[config.mk]
export PLATFORM = sky130hd
export DESIGN_NAME = hazard_scheduler
export DESIGN_NICKNAME = d
export VERILOG_FILES = /design/src/rtl/hazard_scheduler.sv
export SDC_FILE = /design/constraint.sdc
export NUM_CORES = 1
export LEC_CHECK = 0
export BUFFER_PORTS_ARGS = -buffer_cell sky130_fd_sc_hd__buf_2
export CAP_MARGIN = 20
export CORE_MARGIN = 2
export CORE_UTILIZATION = 36
export CTS_CLUSTER_SIZE = 40
export DETAILED_ROUTE_END_ITERATION = 12
export PLACE_DENSITY = 0.82
export SLEW_MARGIN = 20
export SYNTH_ARGS = -nofsm -noshare
export SYNTH_HDL_FRONTEND = slang
export SYNTH_SLANG_ARGS = --single-unit
[constraint.sdc]
create_clock -name clk -period 1.6 [get_ports clk]
set_input_delay 0.32 -clock clk [delete_from_list [all_inputs] [get_ports clk]]
set_output_delay 0.32 -clock clk [all_outputs]
set_load 0.005 [all_outputs]
[src/rtl/hazard_scheduler.sv]
// hazard_scheduler: load-use / MDU hazard detection and pipeline control for a 5-stage MIPS-like core.
// Optional stall counter enabled by defining HAZARD_STALL_CNT_EN.
`default_nettype none

module hazard_scheduler #(
    parameter int unsigned MDU_LATENCY = 4
) (
    input  logic        clk,
    input  logic        rst,
    input  logic [4:0]  id_rs,
    input  logic [4:0]  id_rt,
    input  logic        id_uses_rs,
    input  logic        id_uses_rt,
    input  logic        id_branch_taken,
    input  logic        id_is_mdu,
    input  logic        id_reads_hilo,
    input  logic        ex_memread,
    input  logic [4:0]  ex_rd,
    output logic        pc_hold,
    output logic        ifid_hold,
    output logic        ifid_flush,
    output logic        idex_bubble,
    output logic        mdu_start,
    output logic        mdu_busy,
    output logic [15:0] stall_count
);

    typedef enum logic [0:0] {
        RUN      = 1'b0,
        MDU_WAIT = 1'b1
    } state_t;

    localparam logic [3:0] CNT_LOAD = 4'(MDU_LATENCY - 1);

    state_t     state_q, state_d;
    logic [3:0] cnt_q, cnt_d;
    logic       mdu_busy_q;

    logic load_use;
    logic mdu_stall;
    logic stall;

    // Register 0 is hardwired to zero, so a load targeting it never creates a dependency.
    assign load_use = ex_memread && (ex_rd != 5'd0) &&
                      ((id_uses_rs && (id_rs == ex_rd)) ||
                       (id_uses_rt && (id_rt == ex_rd)));

    assign mdu_stall = (state_q == MDU_WAIT) && (cnt_q != 4'd0) &&
                       (id_is_mdu || id_reads_hilo);

    assign stall       = load_use || mdu_stall;
    assign pc_hold     = stall;
    assign ifid_hold   = stall;
    assign idex_bubble = stall;
    assign ifid_flush  = id_branch_taken && !stall;
    assign mdu_start   = id_is_mdu && !stall;
    assign mdu_busy    = mdu_busy_q;

    // The countdown keeps running during stalls; a new MDU op can only issue once cnt reaches 0.
    always_comb begin
        state_d = state_q;
        cnt_d   = cnt_q;
        if (mdu_start) begin
            state_d = MDU_WAIT;
            cnt_d   = CNT_LOAD;
        end else if (state_q == MDU_WAIT) begin
            if (cnt_q != 4'd0) begin
                cnt_d = cnt_q - 4'd1;
            end else begin
                state_d = RUN;
            end
        end
    end

    always_ff @(posedge clk or posedge rst) begin
        if (rst) begin
            state_q    <= RUN;
            cnt_q      <= 4'd0;
            mdu_busy_q <= 1'b0;
        end else begin
            state_q    <= state_d;
            cnt_q      <= cnt_d;
            mdu_busy_q <= (state_d == MDU_WAIT);
        end
    end

`ifdef HAZARD_STALL_CNT_EN
    logic [15:0] stall_count_q;

    always_ff @(posedge clk or posedge rst) begin
        if (rst) begin
            stall_count_q <= 16'h0000;
        end else if (pc_hold && (stall_count_q != 16'hFFFF)) begin
            stall_count_q <= stall_count_q + 16'd1;
        end
    end

    assign stall_count = stall_count_q;
`else
    assign stall_count = 16'h0000;
`endif

endmodule

`default_nettype wire

==> impl_metrics.yaml <==
sta:
  drv_slew: 0
  min_period_ns: 1.77
  fin_skew_ns: 0.00197
  rsz0062_at_grt: "yes"
  clock.fmax_mhz: 566
  setup_viol: 5
  hold_viol_final: 0
  fin_ws_ns: -0.166
  post-route-period-util_pct: 110
floorplan:
  pin_count: 45
  row_count: 15
  start_util_pct: 37.7
  dieArea_um2: 2140
  die_height_um: 46.3
  die_w_um: 46.3
  core_um2: 1710
critical_path:
  max_stage_delay_ns: 0.38
  regToRegEndpoint: "cnt_q[1]$_DFFE_PP0P_"
  crit_path_start_kind: "flip-flop"
  r2r_start: "cnt_q[0]$_DFFE_PP0P_"
  cp_num_buf_inv: 2
  r2r_slack_ns: 0.10
  rr_worst_depth: 7
  crit_arrival_ns: 1.45
  worstPathMaxFanout: 3
  crit_slowest_cell: "dfrtp_1"
  critical_path.top_delay_family: "compound AO/OA/AOI/OAI gates"
  end_kind: "primary output"
  critical_path_class: "reg2out"
  crit_required_ns: 1.28
  path_cells: "inv_2, ha_4, nand2b_4, o21a_1, o21ai_2, o211a_1, buf_2"
  path_depth: 7
worst_hold_path:
  holdPathStages: 3
  hp-class: "in2reg"
  min_from: "id_is_mdu"
  min_to: "mdu_busy$_DFF_PP0_"
placed_design:
  placedInstanceArea_um2: 803
  dp_hpwl_mm: 1.27
  port_buffers: 28
  place_congestion: 0.811
route:
  ant_nets: 0
  totalWireLength_mm: 1.53
  routed_via_density: 4.61
  drt_pass1_iterations: 4
  drc_errors: 0
  vias: 669
  drt_iter0_markers: 5
  route.detailed.wl_per_inst_um: 10.5
pwr:
  clock_power_share_pct: 11.7
  p_int_uw: 742
  p_leak_nw: 0.458
  p_sw_uw: 484
  seqPwrFrac_pct: 21.4
  swShare_pct: 39.5
  irDropWorstVdd_mv: 0.548
  total_power_mw: 1.23
  combPwrFrac_pct: 66.9
  power.density_nw_per_um2: 1330
clock_tree:
  clk_latency_ns: 0.24
  cts_root_buffer: "clkbuf_4"
  htreeDepth: 1
  cts_buffer_depth: 2
  path_clk_slew_ns: 0.04
  numCtsBuffers: 3
  clock_sinks: 5
  cts_tree: "yes"
logic_synthesis:
  syn_inst: 78
  yosys_warnings: 0
  synthDistinctLibCells: 31
  yosys-top-cells-area: "buf_4, dfrtp_1, xnor2_1"
  synthTopCellsByCount: "buf_4, xnor2_1, dfrtp_1"
  seq_area_frac_synth_pct: 19.5
  yosys.area.top_type_share_pct: 21.0
  async_reset_ff_share_pct: 100
  ys.flop_type: "dfrtp_1"
  synth_top_cell_by_area: "buf_4"
  yosysMostFrequentCell: "buf_4"
  avgSynthCellArea_um2: 8.25
  synth_edf_count: 0
  synth-seq-cells: 5
  synth_area_um2: 643
grt:
  grt_pass1_vias: 620
  grt_max_degree: 9
  grt-ovfl-total: 0
  grt_pass1_wl_mm: 2.41
  groute.usage.overall_pct: 15.6
  antenna_found_initial: 0
status:
  failed_checks: "negative setup slack"
  outcome: "finished, violations left"
cells_and_area:
  multiInputGateArea_um2: 463
  drive_gt1_share_pct: 48.3
  final-seq-area_um2: 125
  stdcell_area_um2: 921
  n_antenna_cell: 0
  syn_to_final_growth_pct: 43.2
  fillers: 160
  nNetsFinal: 146
job:
  maxCapViolations: 0
-- per-layer routing --
layer | vias up | track usage (%) | part of all wire [%]
li1 | 324 | - | -
met1 | 305 | 15.4 | 34
met2 | 36 | 31.9 | 58
met3 | 4 | 1.57 | 6.4
met4 | 0 | 5.71 | 1.9
met5 | - | 0 | 0
-- power groups by stage --
stage	clock network [mW]	registers [mW]	logic, mW
floorplan	0	0.243	0.438
CTS	0.147	0.260	0.727
global placement	0	0.252	0.631
finish	0.143	0.262	0.821
global route	0.155	0.270	0.903
detailed placement	0	0.255	0.659
-- worst reg2reg max path, cell delays in order, from the launching register on --
cell      delay (ns)
dfrtp_1         0.38
inv_2           0.08
ha_4            0.14
nand2b_4        0.06
o21ai_2         0.19
buf_4           0.16
mux2_2          0.33
a21oi_2         0.09
-- sequential cells by signal, summed over array words and instances, names as in the netlist --
signal and count:
mdu_busy 1, cnt_q 4
-- per-stage QoR --
stage	utilization, %	TNS [ns]	setup slack, ns	instances	hold slack [ns]
after floorplan	-	0	0.00711	93	0.0985
after global placement	47.0	-0.702	-0.163	136	0.213
after detailed placement	47.0	-1.03	-0.173	136	0.216
after CTS	51.8	-0.878	-0.207	142	0.426
after global routing	53.9	-0.928	-0.225	145	0.449
final	53.9	-0.706	-0.166	145	0.427
-- repair_timing --
item,CTS,global route
resized for setup,11,3
endpoints found under the hold margin,5,0
pin swaps,6,2
hold buffers,1,0
buffers inserted,1,3
endpoints found under the setup margin,7,7
cloned,0,0
-- cell usage in the layout, fill, tap and decap left out, types with 2 or more instances in the layout --
cell / n
nand2_1: 4
inv_1: 2
nand3_1: 2
inv_2: 2
conb_1: 16
clkbuf_4: 3
dfrtp_1: 5
nor2_1: 3
mux2_2: 2
o21ai_2: 4
buf_2: 26
buf_6: 2
buf_4: 13
nand4_1: 2
a21oi_2: 2
xnor2_1: 10
-- worst max-delay path by stage --
stage,from,slack (ns),endpoint
finish,cnt_q[0]$_DFFE_PP0P_,-0.17,ifid_flush
global route,cnt_q[0]$_DFFE_PP0P_,-0.22,ifid_flush
CTS,cnt_q[0]$_DFFE_PP0P_,-0.21,ifid_flush
detailed placement,ex_rd[1],-0.17,pc_hold
global placement,ex_rd[1],-0.16,mdu_start
floorplan,cnt_q[0]$_DFFE_PP0P_,0.007,ifid_hold
-- logic make-up (layout without fill, tap and decap cells) --
group / after synthesis / count (layout) / share of synthesized area, %
AND/OR/NAND/NOR: 16 / 16 / 13.2
AO/OA/AOI/OAI: 18 / 18 / 20.2
flip-flops: 5 / 5 / 19.5
multiplexers: 3 / 3 / 5.06
adder cells (fa/ha/maj): 2 / 2 / 3.89
other: 1 / 16 / 0.583
buffers and inverters: 23 / 50 / 23.9
XOR/XNOR: 10 / 10 / 13.6
-- area by class of cell --
class                   count  area share [%]
clock buffers               4            2.85
inverters                   4            1.63
flip-flops and latches      5            13.6
multi-input cells          65            50.3
well taps                  25            3.40
repair buffers             42            28.3
No activity file was read; power rests on OpenSTA's default activity.
